<file path="config.mk">
export PLATFORM = sky130hd
export DESIGN_NAME = avr_tick_scheduler_flat
export DESIGN_NICKNAME = d
export VERILOG_FILES = /design/src/rtl/avr_tick_scheduler_pkg.sv /design/src/rtl/avr_tick_scheduler_if.sv /design/src/rtl/avr_tick_scheduler_channel.sv /design/src/rtl/avr_tick_scheduler.sv /design/src/flat_wrapper.sv
export SDC_FILE = /design/constraint.sdc
export NUM_CORES = 1
export LEC_CHECK = 0
export ABC_AREA = 1
export CORE_AREA = 2 2 101 201
export DETAILED_ROUTE_END_ITERATION = 10
export DIE_AREA = 0 0 103 203
export HOLD_SLACK_MARGIN = 0.05
export PLACE_DENSITY = 0.78
export SYNTH_ARGS = -nofsm -noshare
export SYNTH_HDL_FRONTEND = slang
export SYNTH_SLANG_ARGS = --single-unit
export TNS_END_PERCENT = 5
</file>
<file path="constraint.sdc">
create_clock -name clk -period 5.1 [get_ports clk]
set_input_delay 0.765 -clock clk [delete_from_list [all_inputs] [get_ports clk]]
set_output_delay 0.765 -clock clk [all_outputs]
set_load 0.05 [all_outputs]
</file>
<file path="src/rtl/avr_tick_scheduler_pkg.sv">
// Shared definitions for the tick scheduler: register offsets, I/O addresses,
// CTRL bit positions and small byte-packing helpers.
package avr_tick_scheduler_pkg;

  // The address map always reserves room for four channels.
  localparam int NCH_MAX = 4;

  // Register offset within a channel's 4-byte window (address 4c+offset).
  typedef enum logic [1:0] {
    REG_RLDL = 2'd0,
    REG_RLDH = 2'd1,
    REG_CNTL = 2'd2,
    REG_CNTH = 2'd3
  } reg_off_e;

  // Absolute addresses of the non-windowed registers.
  localparam logic [4:0] ADDR_CTRL  = 5'h10;
  localparam logic [4:0] ADDR_PENDR = 5'h14;
  localparam logic [4:0] ADDR_ACTV  = 5'h15;

  // CTRL register bit positions.
  localparam int CTRL_EN   = 7;
  localparam int CTRL_PER  = 6;
  localparam int CTRL_IE   = 5;
  localparam int CTRL_PEND = 0;

  // Assemble the CTRL readback byte from the individual flags.
  function automatic logic [7:0] pack_ctrl(input logic en, input logic per,
                                           input logic ie, input logic pend);
    logic [7:0] r;
    r = 8'h00;
    r[CTRL_EN]   = en;
    r[CTRL_PER]  = per;
    r[CTRL_IE]   = ie;
    r[CTRL_PEND] = pend;
    return r;
  endfunction

  // Assemble the ACTV readback byte.
  function automatic logic [7:0] pack_actv(input logic vld, input logic [1:0] idx);
    return {vld, 5'b00000, idx};
  endfunction

endpackage

</file>
<file path="src/rtl/avr_tick_scheduler_if.sv">
// AVR I/O bus plus interrupt request/acknowledge pair seen by the scheduler.
interface avr_tick_scheduler_if;
  logic       io_re;
  logic       io_we;
  logic [4:0] io_a;
  logic [7:0] io_di;
  logic [7:0] io_do;
  logic       irq;
  logic       ack;

  modport master (
    output io_re, io_we, io_a, io_di, ack,
    input  io_do, irq
  );

  modport slave (
    input  io_re, io_we, io_a, io_di, ack,
    output io_do, irq
  );
endinterface

</file>
<file path="src/rtl/avr_tick_scheduler_channel.sv">
// One software timer channel: reload value, down-counter, control flags and
// the pending flag. The top level does all address decoding.
module avr_tick_scheduler_channel
  import avr_tick_scheduler_pkg::*;
#(
  parameter int CW = 16
) (
  input  logic          clk,
  input  logic          rst,
  input  logic          tick_i,
  input  logic          rld_lo_we_i,
  input  logic          rld_hi_we_i,
  input  logic          ctrl_we_i,
  input  logic [7:0]    wdata_i,
  input  logic          pend_clr_i,
  output logic [CW-1:0] cnt_o,
  output logic [CW-1:0] rld_o,
  output logic [7:0]    ctrl_o,
  output logic          pend_o,
  output logic          ie_o
);

  logic [CW-1:0] rld_q, rld_d;
  logic [CW-1:0] cnt_q, cnt_d;
  logic          en_q, en_d;
  logic          per_q, per_d;
  logic          ie_q, ie_d;
  logic          pend_q, pend_d;
  logic          fire;

  // Next-state: register writes, then counting in priority order
  // (enable edge, stop, expiry, decrement); a fire beats any pending clear.
  always_comb begin
    rld_d  = rld_q;
    cnt_d  = cnt_q;
    en_d   = en_q;
    per_d  = per_q;
    ie_d   = ie_q;
    fire   = 1'b0;

    if (rld_lo_we_i) rld_d[7:0]    = wdata_i;
    if (rld_hi_we_i) rld_d[CW-1:8] = wdata_i[CW-9:0];

    if (ctrl_we_i) begin
      en_d  = wdata_i[CTRL_EN];
      per_d = wdata_i[CTRL_PER];
      ie_d  = wdata_i[CTRL_IE];
    end

    if (ctrl_we_i && wdata_i[CTRL_EN] && !en_q) begin
      // Fresh start: load the period, ignore any tick in this cycle.
      cnt_d = rld_q;
    end else if (ctrl_we_i && !wdata_i[CTRL_EN]) begin
      // Stopped: counter holds its value.
      cnt_d = cnt_q;
    end else if (tick_i && en_q) begin
      if (cnt_q <= CW'(1)) begin
        fire = 1'b1;
        if (per_q) begin
          cnt_d = rld_q;
        end else begin
          cnt_d = '0;
          en_d  = 1'b0;
        end
      end else begin
        cnt_d = cnt_q - CW'(1);
      end
    end

    pend_d = (pend_q & ~pend_clr_i) | fire;
  end

  // Channel state flops, cleared asynchronously.
  always_ff @(posedge clk or posedge rst) begin
    if (rst) begin
      rld_q  <= '0;
      cnt_q  <= '0;
      en_q   <= 1'b0;
      per_q  <= 1'b0;
      ie_q   <= 1'b0;
      pend_q <= 1'b0;
    end else begin
      rld_q  <= rld_d;
      cnt_q  <= cnt_d;
      en_q   <= en_d;
      per_q  <= per_d;
      ie_q   <= ie_d;
      pend_q <= pend_d;
    end
  end

  assign cnt_o  = cnt_q;
  assign rld_o  = rld_q;
  assign ctrl_o = pack_ctrl(en_q, per_q, ie_q, pend_q);
  assign pend_o = pend_q;
  assign ie_o   = ie_q;

endmodule

</file>
<file path="src/rtl/avr_tick_scheduler.sv">
// Software timer multiplexer on top of the systick overflow strobe: NCH
// channels, shared irq, fixed-priority ACTV selection and ack retirement.
module avr_tick_scheduler
  import avr_tick_scheduler_pkg::*;
#(
  parameter int NCH = 4,
  parameter int CW  = 16
) (
  input  logic                clk,
  input  logic                rst,
  input  logic                tick,
  avr_tick_scheduler_if.slave bus
);

  // Bit c set when channel c physically exists.
  localparam logic [NCH_MAX-1:0] CH_MASK = 4'((1 << NCH) - 1);

  logic                         wr;
  logic [NCH_MAX-1:0][CW-1:0]   cnt_w;
  logic [NCH_MAX-1:0][CW-1:0]   rld_w;
  logic [NCH_MAX-1:0][7:0]      ctrl_w;
  logic [NCH_MAX-1:0]           pend_w;
  logic [NCH_MAX-1:0]           ie_w;
  logic [NCH_MAX-1:0]           pend_clr;
  logic [NCH_MAX-1:0]           rld_lo_we;
  logic [NCH_MAX-1:0]           rld_hi_we;
  logic [NCH_MAX-1:0]           ctrl_we;
  logic                         act_vld;
  logic [1:0]                   act_idx;
  logic [7:0]                   ctmp_q, ctmp_d;
  logic [7:0]                   rdata;

  // A simultaneous read wins over a write.
  assign wr = bus.io_we & ~bus.io_re;

  // Lowest-index channel that is both pending and interrupt-enabled.
  always_comb begin
    act_vld = 1'b0;
    act_idx = 2'd0;
    for (int c = NCH_MAX - 1; c >= 0; c--) begin
      if (pend_w[c] && ie_w[c]) begin
        act_vld = 1'b1;
        act_idx = 2'(c);
      end
    end
  end

  // Per-channel write strobes and pending-clear requests (W1C or ack).
  always_comb begin
    rld_lo_we = '0;
    rld_hi_we = '0;
    ctrl_we   = '0;
    pend_clr  = '0;
    for (int c = 0; c < NCH_MAX; c++) begin
      rld_lo_we[c] = wr && CH_MASK[c] && (bus.io_a == 5'(4 * c));
      rld_hi_we[c] = wr && CH_MASK[c] && (bus.io_a == 5'(4 * c + 1));
      ctrl_we[c]   = wr && CH_MASK[c] && (bus.io_a == ADDR_CTRL + 5'(c));
      pend_clr[c]  = (wr && (bus.io_a == ADDR_PENDR) && bus.io_di[c]) ||
                     (bus.ack && act_vld && (act_idx == 2'(c)));
    end
  end

  for (genvar g = 0; g < NCH_MAX; g++) begin : g_ch
    if (g < NCH) begin : g_on
      avr_tick_scheduler_channel #(.CW(CW)) u_ch (
        .clk         (clk),
        .rst         (rst),
        .tick_i      (tick),
        .rld_lo_we_i (rld_lo_we[g]),
        .rld_hi_we_i (rld_hi_we[g]),
        .ctrl_we_i   (ctrl_we[g]),
        .wdata_i     (bus.io_di),
        .pend_clr_i  (pend_clr[g]),
        .cnt_o       (cnt_w[g]),
        .rld_o       (rld_w[g]),
        .ctrl_o      (ctrl_w[g]),
        .pend_o      (pend_w[g]),
        .ie_o        (ie_w[g])
      );
    end else begin : g_off
      assign cnt_w[g]  = '0;
      assign rld_w[g]  = '0;
      assign ctrl_w[g] = '0;
      assign pend_w[g] = 1'b0;
      assign ie_w[g]   = 1'b0;
    end
  end

  // CNTL read captures the counter's upper bits so CNTH returns a coherent pair.
  always_comb begin
    ctmp_d = ctmp_q;
    if (bus.io_re && !bus.io_a[4] && (bus.io_a[1:0] == REG_CNTL) &&
        CH_MASK[bus.io_a[3:2]]) begin
      ctmp_d = 8'(cnt_w[bus.io_a[3:2]][CW-1:8]);
    end
  end

  // Shared high-byte snapshot register.
  always_ff @(posedge clk or posedge rst) begin
    if (rst) ctmp_q <= 8'h00;
    else     ctmp_q <= ctmp_d;
  end

  // Read data mux; zero whenever no read is in progress or the address is unmapped.
  always_comb begin
    rdata = 8'h00;
    if (bus.io_re) begin
      if (!bus.io_a[4]) begin
        if (CH_MASK[bus.io_a[3:2]]) begin
          case (reg_off_e'(bus.io_a[1:0]))
            REG_RLDL: rdata = rld_w[bus.io_a[3:2]][7:0];
            REG_RLDH: rdata = 8'(rld_w[bus.io_a[3:2]][CW-1:8]);
            REG_CNTL: rdata = cnt_w[bus.io_a[3:2]][7:0];
            REG_CNTH: rdata = ctmp_q;
            default:  rdata = 8'h00;
          endcase
        end
      end else if (bus.io_a[3:2] == 2'b00) begin
        if (CH_MASK[bus.io_a[1:0]]) rdata = ctrl_w[bus.io_a[1:0]];
      end else if (bus.io_a == ADDR_PENDR) begin
        rdata = {4'b0000, pend_w};
      end else if (bus.io_a == ADDR_ACTV) begin
        rdata = pack_actv(act_vld, act_idx);
      end
    end
  end

  assign bus.io_do = rdata;
  assign bus.irq   = |(pend_w & ie_w);

endmodule

</file>
<file path="src/flat_wrapper.sv">
// flat-port wrapper written by rule: the top's interface ports become plain ports
module avr_tick_scheduler_flat import avr_tick_scheduler_pkg::*;
#(
  parameter int NCH = 4,
  parameter int CW  = 16
)
  (clk, rst, tick, bus_io_re, bus_io_we, bus_io_a, bus_io_di, bus_ack, bus_io_do, bus_irq);
  avr_tick_scheduler_if bus_i ();
  input  logic clk;
  input  logic rst;
  input  logic tick;
  input wire logic [$bits(bus_i.io_re)-1:0] bus_io_re;
  input wire logic [$bits(bus_i.io_we)-1:0] bus_io_we;
  input wire logic [$bits(bus_i.io_a)-1:0] bus_io_a;
  input wire logic [$bits(bus_i.io_di)-1:0] bus_io_di;
  input wire logic [$bits(bus_i.ack)-1:0] bus_ack;
  output wire logic [$bits(bus_i.io_do)-1:0] bus_io_do;
  output wire logic [$bits(bus_i.irq)-1:0] bus_irq;
  assign bus_i.io_re = bus_io_re;
  assign bus_i.io_we = bus_io_we;
  assign bus_i.io_a = bus_io_a;
  assign bus_i.io_di = bus_io_di;
  assign bus_i.ack = bus_ack;
  assign bus_io_do = bus_i.io_do;
  assign bus_irq = bus_i.irq;
  avr_tick_scheduler #(.NCH(NCH), .CW(CW)) u_core (.clk(clk), .rst(rst), .tick(tick), .bus(bus_i));
endmodule
</file>
# Word-level counts from Yosys, hierarchy flattened
# Cells that the tools add are included.
# Widths: inputs -> output; s select.
# word_totals
regBits	152
latch_bits	0
ram_bits	0
rom_bits	0
input_bits	19
out_inout_bits	9
word_cells	231
n_memories	0
# classes
add_sub_neg	4
multipliers	0
div_mod_pow	0
n_lt_le_gt_ge	6
eq_ne	23
n_shift	0
muxes	86
n_bitwise	15
reduce_logical	68
# ops
operator	n
$mux 16	22
$bmux 16 s2	2
$le 16x1->1 const B	4
$mux 8	8
$sub 16x1->16 const B	4
$mux 1	46
$logic_and 1x1->1	45
$pmux 8 s4	1
$eq 5x5->1 const B	6
$eq 5x4->1 const B	4
$bmux 8 s2	1
$eq 5x3->1 const B	2
$eq 2x2->1 const B	4
$mux 2	4
$ne 2x2->1 const B	4
$reduce_and 2->1	4
$reduce_bool 2->1	4
$logic_not 1->1	6
$logic_not 2->1	3
$lt 2x3->1 const B	2
$and 1x1->1	5
$eq 5x1->1 const B	1
$logic_not 5->1	1
$not 1->1	5
other kinds (6)	14

# Longest topological paths before layout
# Gate-level depths: netlist of run 1.
# logic_depth
depth_word	11
mapped_depth	13
depth_no_buf	13

# Hierarchy
# A second synthesis of run 1 with hierarchy kept.
# hier_totals
cells_unflattened	1615
area_unflattened_um2	11059.4
# by_module_without_submodules
module	instances	cells_per_inst	area_per_inst_um2
avr_tick_scheduler_channel	4	285	2192.1
avr_tick_scheduler	1	475	2290.9

# Worst setup path after synthesis of run 1
# OpenSTA, ideal clock, no wires.
# synth_path
path_kind	input-to-output
from	input port bus_io_a[3]
to	output port bus_io_do[2]
arrival_time_ns	2.699
t_required_ns	4.335
path_slack_ns	1.636
path_stages	9
path_cell_list	inv_2 > nor2_1 > clkbuf_1 > nand2_1 > nand4_1 > nand2_1 > nand2_1 > nand2_1 > a21boi_0
# synth_between
elab_chain_len	6
word_cells_on_any_way	14
cone_classes	eq/ne (1); mux (12); reduce/logical (1)
# synth_rtl
item	line_no	source
start, declared	flat_wrapper.sv:14	input wire logic [$bits(bus_i.io_a)-1:0] bus_io_a;
$bmux 16 s2 (on tied branches)	avr_tick_scheduler.sv:113, avr_tick_scheduler.sv:111, avr_tick_scheduler.sv:112	
$mux 16 (on tied branches)	n/a	
$pmux 8 s4	avr_tick_scheduler.sv:110	case (reg_off_e'(bus.io_a[1:0]))
$mux 8	avr_tick_scheduler.sv:109	if (CH_MASK[bus.io_a[3:2]]) begin
$mux 8 (*)	avr_tick_scheduler.sv:108	if (!bus.io_a[4]) begin
$mux 8 (*)	avr_tick_scheduler.sv:107	if (bus.io_re) begin
end, declared	flat_wrapper.sv:17	output wire logic [$bits(bus_i.io_do)-1:0] bus_io_do;
# Mark *: on every way between the ends. The rest lies on a longest branch, timed or not. The select of a mux whose other input is x is not followed.

# Worst setup path after layout of run 1
# layout_path
from	input port bus_io_a[2]
to	output port bus_io_do[3]
# The elaborated chain is that of the path after synthesis.

==> flow_summary_export.csv, run 1 <==
group,metric,value,unit
route,drt_iter0_markers,646,
route,via_count,9919,
cts,cts_inserted_buffers,17,
floorplan,floorplan.initialDensity,49.4,%
critical_path,crit_required,4.34,ns
critical_path,end_kind,"output pin",
route,ant_nets,0,
cts,root_buffer,"clkbuf_16",
cts,cts_resized,0,
route,remaining_drc_errors,0,
cts,cts_tree,"yes",
global_routing,grt_pass1_wl,54800,um
floorplan,fp.coreArea,19300,um2
route,routedWlPerCell,20.9,um
placement,place_hpwl,27300,um
worst_hold_path,hold_start,"u_core.g_ch[2].g_on.u_ch.rld_o[0]",
cts,cts_setup_buffers,0,
pwr,p_per_area,451,nW/um2
critical_path,cp_num_buf_inv,4,
critical_path,regToRegStartpoint,"u_core.g_ch[1].g_on.u_ch.cnt_o[0]",
final_layout,mostFrequentLayoutCell,"nand2_1",
worst_hold_path,worst_hold_path.endpoint,"u_core.g_ch[2].g_on.u_ch.rld_o[0]",
timing,worst_slew_pin_slew,0.996,ns
timing,whs,0.497,ns
synth,syn_nets,1459,
critical_path,path_class,"in2out",
route,routed_wl,35900,um
placement,placed_cells,1683,
cts,clk_pin_slew_worst_paths,0.07,ns
final_layout,final_nets,1470,
timing,slew_viol_final,0,
placement,post-place-ws,0.939,ns
final_layout,stdcell_count,1715,
synth,synth_cell_type_count,46,
final_layout,area_growth,11.6,%
pwr,leakage,0.00520,uW
critical_path,path_cells,"clkdlybuf4s50_1 -> nand2_1 -> nor2_1 -> inv_1 -> o31ai_1 -> inv_1 -> nor2_1 -> clkdlybuf4s50_1",
synth,ys_seq_area_share,39.9,%
global_routing,first_global_vias,9506,
cts,cts_max_level,4,
synth,netlist_area,9530,um2
status,status,"completed",
timing,clock_skew,0.00668,ns
synth,avgSynthCellArea,6.65,um2
critical_path,worstPathArrival,3.44,ns
route,routed_via_density,5.78,
synth,yosysTopAreaCell,"dfrtp_1",
timing,finalWorstSetupSlack,0.898,ns
synth,synth_area_leaders,"dfrtp_1 (40%), nand2_1 (21%), o21ai_0 (7.6%), nor2_1 (6.1%), inv_1 (4.9%)",
floorplan,die_h,203,um
timing,fmax,238,MHz
synth,synth_top_area_share,39.9,%
run,maxCapViolCount,0,
timing,rsz0062_at_grt,"false",
worst_hold_path,hp-class,"reg2reg",
floorplan,die_w,103,um
critical_path,rr_worst_depth,13,
cts,clkLatencyLatePin,0.46,ns
critical_path,critPathLaunchType,"input port",
final_layout,drive_gt1_share,5.70,%
floorplan,num_io_pins,28,
final_layout,multiInputGateArea,5000,um2
final_layout,layout.filler_cells,1906,
final_layout,antenna_cells,0,
critical_path,slowest_delay,0.81,ns
global_routing,overflow,0,
floorplan,dieArea,20900,um2
final_layout,layout_common_cells,"nand2_1 (537), nor2_1 (156), dfrtp_1 (152)",
placement,gp_congestion,1.08,
timing,tns,0,ns
floorplan,placementRows,72,
critical_path,r2r_slack,2.66,ns
synth,netlist_instances,1432,
global_routing,grt_max_degree,108,
worst_hold_path,hold_depth,2,
timing,finalHoldViolations,0,
timing,relSlewSlack,33.6,%
cts,cts_max_path_buffers,2,
critical_path,reg2reg_to,"u_core.g_ch[1].g_on.u_ch.cnt_o[9]",
route,drt_first_pass_iters,5,
global_routing,antenna_found_initial,0,
critical_path,critPathTopFamily,"buffers and inverters",
critical_path,crit_fanout,14,
synth,ys_ff_latch,152,
timing,min_period_over_period,82.4,%
critical_path,cp_slowest_cell,"clkdlybuf4s50_1",
final_layout,regArea,3800,um2
global_routing,grtUsageTotal,35.8,%
pwr,ir_drop,0.255,mV
placement,io_buffer_count,27,
cts,clock_sinks,152,
pwr,p_total,4800,uW
cts,cts-hold-fix-buffers,0,
synth,ys_warn_count,0,
timing,setup_viol,0,
timing,fin_crit,4.20,ns
## cell usage after synthesis, drive strengths merged
master / number
nand2: 544
nor2: 162
o21ai: 158
dfrtp: 152
inv: 134
nand3: 69
a21oi: 39
nand4: 30
buf: 23
clkbuf: 23
o22ai: 18
a22oi: 11
xor2: 11
nor3: 10
ha: 8
or2: 8
a31oi: 6
o31ai: 5
o2111ai: 4
a21boi: 3
nand3b: 2
o221ai: 2
o32ai: 2
a32oi: 1
and2: 1
clkinv: 1
nor3b: 1
o211ai: 1
o21a: 1
o311ai: 1
xnor2: 1
## final cells by class
type                            instances  share of cell area, %
Clock inverter                         14                   2.08
Sequential cell                       152                   35.8
Multi-Input combinational cell       1099                   47.0
Timing Repair Buffer                   38                   3.29
Clock buffer                           18                   4.03
Tap cell                              259                   3.05
Inverter                              135                   4.81
## cell families (layout without fill, tap and decap cells)
group,Yosys count,count (layout),synth area share (%)
XOR/XNOR,12,12,1.10
adder cells (fa/ha/maj),8,8,1.05
AND/OR/NAND/NOR,827,827,35.6
AO/OA/AOI/OAI,252,252,14.7
flip-flops,152,152,39.9
buffers and inverters,181,205,7.68
## layer usage
metal	GRT usage (%)	part of all wire, %
met4	29.0	10
met2	58.1	49
met1	39.9	35
met5	0	0
met3	6.40	6.4
## tightest hold or removal path, cell delays in order, from the launching register on
cell and delay (ns):
dfrtp_1 0.35, nand2_1 0.05, o21ai_0 0.06
## registers in the layout, indices dropped and copies added (netlist names)
name                          count
u_core.ctmp_q                     8
u_core.g_ch.g_on.u_ch.per_q       4
u_core.g_ch.g_on.u_ch.ie_o        4
u_core.g_ch.g_on.u_ch.rld_o      64
u_core.g_ch.g_on.u_ch.en_q        4
u_core.g_ch.g_on.u_ch.cnt_o      64
u_core.g_ch.g_on.u_ch.pend_o      4
## per-stage QoR
| stage | util [%] | instance area, um2 |
|---|---|---|
| 2_1_floorplan | - | 9530 |
| 3_3_place_gp | 51.8 | 9990 |
| 3_5_place_dp | 51.8 | 9990 |
| 4_1_cts | 55.2 | 10600 |
| 5_1_grt | 55.2 | 10600 |
| 6_report | 55.2 | 10600 |
## worst max path at each step
stage                      startpoint          endpoint  slack [ns]  cells after the start
after floorplan                   rst  u_core.ctmp_q[0]        0.24                      1
after global placement    bus_io_a[2]      bus_io_do[3]        0.95                      8
after detailed placement  bus_io_a[2]      bus_io_do[3]        0.94                      8
after CTS                 bus_io_a[2]      bus_io_do[3]        0.94                      8
after global routing      bus_io_a[3]      bus_io_do[1]        0.74                      9
final                     bus_io_a[2]      bus_io_do[3]        0.90                      8
## power by group
group	internal (uW)	switching (uW)	leakage (uW)	total, uW
combinational	488	937	0.00294	1430
sequential	1490	453	0.00196	1940
clock	871	557	0.000307	1430
total	2850	1950	0.00520	4800
Note: power is estimated with default switching activity, not from simulation.
==> run 2: changes to the inputs <==
Clock period 5.1 ns to 3.8 ns, I/O delays scaled along.
==> flow_summary_export.csv, run 2 (synthesis gave the netlist of run 1 again) <==
group,metric,value,unit
cts,cts-hold-fix-buffers,0,
critical_path,r2r_slack,1.37,ns
timing,min_period_over_period,87.0,%
critical_path,end_kind,"output pin",
final_layout,layout_common_cells,"nand2_1 (537), nor2_1 (156), dfrtp_1 (152)",
timing,fmax,303,MHz
status,status,"completed",
critical_path,regToRegStartpoint,"u_core.g_ch[1].g_on.u_ch.cnt_o[0]",
timing,worst_slew_pin_slew,0.981,ns
placement,place_hpwl,26600,um
pwr,p_per_area,582,nW/um2
cts,clock_sinks,152,
floorplan,num_io_pins,28,
timing,finalHoldViolations,0,
route,drt_first_pass_iters,6,
cts,cts_tree,"yes",
final_layout,area_growth,12.4,%
floorplan,die_w,103,um
critical_path,reg2reg_to,"u_core.g_ch[1].g_on.u_ch.cnt_o[5]",
floorplan,die_h,203,um
cts,cts_inserted_buffers,17,
global_routing,grt_pass1_wl,54100,um
timing,rsz0062_at_grt,"false",
route,via_count,9927,
floorplan,fp.coreArea,19300,um2
cts,clk_pin_slew_worst_paths,0.07,ns
global_routing,antenna_found_initial,0,
final_layout,mostFrequentLayoutCell,"nand2_1",
timing,tns,0,ns
pwr,ir_drop,0.310,mV
route,routedWlPerCell,20.4,um
critical_path,path_class,"in2out",
floorplan,floorplan.initialDensity,49.4,%
final_layout,antenna_cells,0,
cts,cts_setup_buffers,0,
worst_hold_path,hp-class,"reg2reg",
timing,relSlewSlack,34.6,%
floorplan,dieArea,20900,um2
timing,clock_skew,0.00821,ns
route,remaining_drc_errors,0,
critical_path,crit_required,3.23,ns
timing,slew_viol_final,0,
critical_path,rr_worst_depth,13,
global_routing,grt_max_degree,153,
final_layout,drive_gt1_share,6.57,%
final_layout,stdcell_count,1721,
critical_path,crit_fanout,14,
route,routed_via_density,5.77,
final_layout,final_nets,1476,
pwr,leakage,0.00523,uW
placement,io_buffer_count,27,
cts,cts_resized,0,
final_layout,regArea,3800,um2
cts,cts_max_level,4,
run,maxCapViolCount,0,
final_layout,multiInputGateArea,5000,um2
critical_path,crit_start,"bus_io_a[2]",
timing,setup_viol,0,
floorplan,placementRows,72,
critical_path,worstPathArrival,2.74,ns
placement,placed_cells,1689,
timing,fin_crit,3.31,ns
final_layout,layout.filler_cells,1911,
cts,cts_max_path_buffers,2,
route,ant_nets,0,
global_routing,grtUsageTotal,35.0,%
cts,clkLatencyLatePin,0.46,ns
global_routing,first_global_vias,9397,
route,routed_wl,35100,um
cts,root_buffer,"clkbuf_16",
placement,gp_congestion,1.02,
critical_path,cp-endpoint,"bus_io_do[0]",
global_routing,overflow,0,
critical_path,critPathLaunchType,"input port",
route,drt_iter0_markers,912,
-- run 2: changes by cell type in the layout (fill, tap and decap cells not counted) --
cell	before	now
clkinv_4	3	4
bufinv_16	5	1
clkdlybuf4s50_1	26	19
inv_6	3	6
clkinv_2	1	0
clkinvlp_4	3	4
buf_12	0	10
buf_4	12	15
-- run 2: cell type report --
type | count | area share, %
Tap cell | 259 | 3.03
Clock buffer | 18 | 4.01
Clock inverter | 14 | 1.31
Multi-Input combinational cell | 1099 | 46.7
Sequential cell | 152 | 35.5
Inverter | 135 | 4.77
Timing Repair Buffer | 44 | 4.70
-- run 2: worst max-delay path: stages --
cell	delay (ns)
clkdlybuf4s50_1	0.61
nand2_1	0.36
nor2_1	0.39
inv_1	0.14
nand3_1	0.10
nand3_1	0.08
a21oi_1	0.29
buf_12	0.18
-- run 2: per-layer routing --
layer | vias up | wire length (um) | part of all wire [%] | track usage (%)
met4 | 0 | 2590 | 7.4 | 21.9
met2 | 452 | 17700 | 50 | 58.9
li1 | 4683 | - | - | -
met1 | 4667 | 12600 | 36 | 39.9
met3 | 125 | 2270 | 6.4 | 6.40
met5 | - | 0 | 0 | 0
-- run 2: how the worst min path moves through the flow --
stage                                      start                                 to  depth (start not counted)
2_1_floorplan  u_core.g_ch[2].g_on.u_ch.rld_o[0]  u_core.g_ch[2].g_on.u_ch.rld_o[0]                          2
3_3_place_gp   u_core.g_ch[2].g_on.u_ch.rld_o[0]  u_core.g_ch[2].g_on.u_ch.rld_o[0]                          2
3_5_place_dp   u_core.g_ch[0].g_on.u_ch.rld_o[3]  u_core.g_ch[0].g_on.u_ch.rld_o[3]                          2
4_1_cts        u_core.g_ch[0].g_on.u_ch.rld_o[3]  u_core.g_ch[0].g_on.u_ch.rld_o[3]                          2
5_1_grt        u_core.g_ch[3].g_on.u_ch.cnt_o[4]  u_core.g_ch[3].g_on.u_ch.cnt_o[4]                          2
6_report       u_core.g_ch[0].g_on.u_ch.rld_o[3]  u_core.g_ch[0].g_on.u_ch.rld_o[3]                          2
-- run 2: per-stage QoR --
step                      util [%]  hold slack [ns]  cell area [um2]  power (uW)  setup slack [ns]
after floorplan                  -            0.453             9530        3750             0.726
after global placement        52.6            0.472            10100        4430             0.597
after detailed placement      52.6            0.489            10100        4490             0.536
after CTS                     55.5            0.505            10700        6190             0.535
after global routing          55.5            0.535            10700        6590             0.400
final                         55.5            0.500            10700        6230             0.495
-- run 2: power by group --
group | total (uW) | internal [uW] | switching [uW]
logic | 1920 | 673 | 1250
registers | 2620 | 2000 | 624
clock network | 1690 | 915 | 770
total | 6230 | 3590 | 2640
==> run 3: changes to the inputs <==
Settings changed: CORE_AREA 2 2 101 201 to 2 2 95 188, DIE_AREA 0 0 103 203 to 0 0 97 190, PLACE_DENSITY 0.78 to 0.86.
==> flow_summary_export.csv, run 3 (synthesis gave the netlist of run 1 again) <==
group,metric,value,unit
status,status,"completed",
pwr,p_total,6360,uW
pwr,clock_power_share,28.9,%
timing,relSlewSlack,44.9,%
route,drt_iter0_markers,1028,
pwr,ir_drop,0.355,mV
pwr,swShare,40.7,%
timing,fin_crit,3.29,ns
cts,cts_max_level,4,
floorplan,fp.coreArea,17100,um2
worst_hold_path,hold_start,"u_core.g_ch[2].g_on.u_ch.rld_o[0]",
pwr,p_per_area,597,nW/um2
route,ant_nets,0,
global_routing,antenna_found_initial,0,
timing,slew_viol_final,0,
final_layout,final_nets,1473,
critical_path,critPathTopFamily,"buffers and inverters",
timing,tns,0,ns
final_layout,area_growth,11.9,%
critical_path,rr_worst_depth,13,
timing,finalHoldViolations,0,
floorplan,placementRows,68,
cts,clk_pin_slew_worst_paths,0.06,ns
cts,cts_max_path_buffers,2,
cts,cts_tree,"yes",
final_layout,drive_gt1_share,6.37,%
pwr,p_int,3780,uW
final_layout,layout.filler_cells,1523,
critical_path,crit_path_frequent_cell,"nand3_1",
critical_path,reg2reg_to,"u_core.g_ch[1].g_on.u_ch.cnt_o[5]",
critical_path,worstPathArrival,2.72,ns
cts,cts_inserted_buffers,17,
route,via_count,10100,
cts,cts_resized,0,
floorplan,floorplan.initialDensity,55.7,%
critical_path,r2r_slack,1.38,ns
route,routed_wl,35000,um
cts,cts-hold-fix-buffers,0,
run,maxCapViolCount,0,
route,routedWlPerCell,21.0,um
critical_path,cp_slowest_cell,"clkdlybuf4s50_1",
pwr,switchingPower,2590,uW
timing,setup_viol,0,
pwr,power_frac_comb,30.4,%
global_routing,grtUsageTotal,38.7,%
global_routing,grt_max_degree,153,
final_layout,antenna_cells,0,
timing,fmax,304,MHz
floorplan,die_h,190,um
floorplan,dieArea,18400,um2
critical_path,end_kind,"output pin",
critical_path,regToRegStartpoint,"u_core.g_ch[1].g_on.u_ch.cnt_o[0]",
placement,place_hpwl,25700,um
critical_path,crit_fanout,14,
pwr,p_seq_share,40.7,%
worst_hold_path,hp-class,"reg2reg",
cts,root_buffer,"clkbuf_16",
critical_path,critPathLaunchType,"input port",
critical_path,path_cells,"clkdlybuf4s50_1 -> inv_2 -> nand2_1 -> nor2_1 -> inv_1 -> nand3_1 -> nand3_1 -> a21oi_1 -> buf_12",
floorplan,die_w,97,um
route,drt_first_pass_iters,6,
timing,rsz0062_at_grt,"false",
critical_path,cp_num_buf_inv,4,
final_layout,layout_common_cells,"nand2_1 (537), nor2_1 (156), dfrtp_1 (152)",
timing,worst_slew_pin_slew,0.827,ns
global_routing,first_global_vias,9641,
pwr,leakage,0.00524,uW
worst_hold_path,hold_depth,2,
timing,clock_skew,0.00956,ns
critical_path,path_class,"in2out",
timing,min_period_over_period,86.6,%
cts,clock_sinks,152,
route,routed_via_density,6.06,
critical_path,slowest_delay,0.52,ns
cts,cts_setup_buffers,0,
final_layout,utilization,62.4,%
global_routing,grt_pass1_wl,54100,um
worst_hold_path,worst_hold_path.endpoint,"u_core.g_ch[2].g_on.u_ch.rld_o[0]",
critical_path,crit_required,3.23,ns
placement,gp_congestion,1.07,
route,remaining_drc_errors,0,
placement,io_buffer_count,27,
floorplan,num_io_pins,28,
global_routing,overflow,0,
cts,clkLatencyLatePin,0.44,ns
final_layout,mostFrequentLayoutCell,"nand2_1",
run 3: cell types whose count changed in the layout (fill, tap and decap cells not counted), sizes merged:
cell,previous run,this run
buf,25,22
bufinv,1,4
inv,139,136
run 3: worst max path at each step:
| stage | to | cells past startpoint | from |
|---|---|---|---|
| floorplan | bus_io_do[2] | 9 | bus_io_a[3] |
| global route | bus_io_do[1] | 9 | bus_io_a[3] |
| detailed placement | bus_io_do[0] | 9 | bus_io_a[3] |
| global placement | bus_io_do[0] | 8 | bus_io_a[2] |
| CTS | bus_io_do[3] | 9 | bus_io_a[3] |
| finish | bus_io_do[0] | 9 | bus_io_a[3] |
run 3: per-layer routing:
layer | wire (um) | vias up | global-route usage, %
li1 | - | 4658 | -
met1 | 12600 | 4647 | 46.1
met2 | 16100 | 626 | 61.2
met4 | 3640 | 0 | 32.6
met5 | 0 | - | 0
met3 | 2650 | 179 | 5.55
run 3: power groups by stage:
stage          sequential, uW  combinational, uW  clock (uW)
3_5_place_dp             2580               1870           0
6_report                 2590               1930        1840
5_1_grt                  2610               2180        1910
3_3_place_gp             2580               1810           0
4_1_cts                  2560               1890        1830
2_1_floorplan            2320               1430           0
run 3: tightest hold or removal path, stage by stage, from the launching register on:
cell and delay [ns]:
dfrtp_1 0.35, nand2_1 0.05, o21ai_0 0.06
run 3: final cells by class:
cell class / count / area (um2) / area share (%)
repair buffers: 41 / 468 / 4.39
inverters: 135 / 510 / 4.79
multi-input cells: 1099 / 5000 / 46.8
clock inverters: 14 / 196 / 1.84
well taps: 210 / 263 / 2.46
flip-flops and latches: 152 / 3800 / 35.7
clock buffers: 18 / 429 / 4.02
run 3: metrics by stage:
step                      hold WS [ns]  instances  cell area (um2)  setup slack, ns
after floorplan                  0.453       1432             9530            0.726
after global placement           0.474       1637            10000            0.526
after detailed placement         0.487       1637            10000            0.556
after CTS                        0.503       1669            10700            0.542
after global routing             0.540       1669            10700            0.243
final                            0.504       1669            10700            0.509
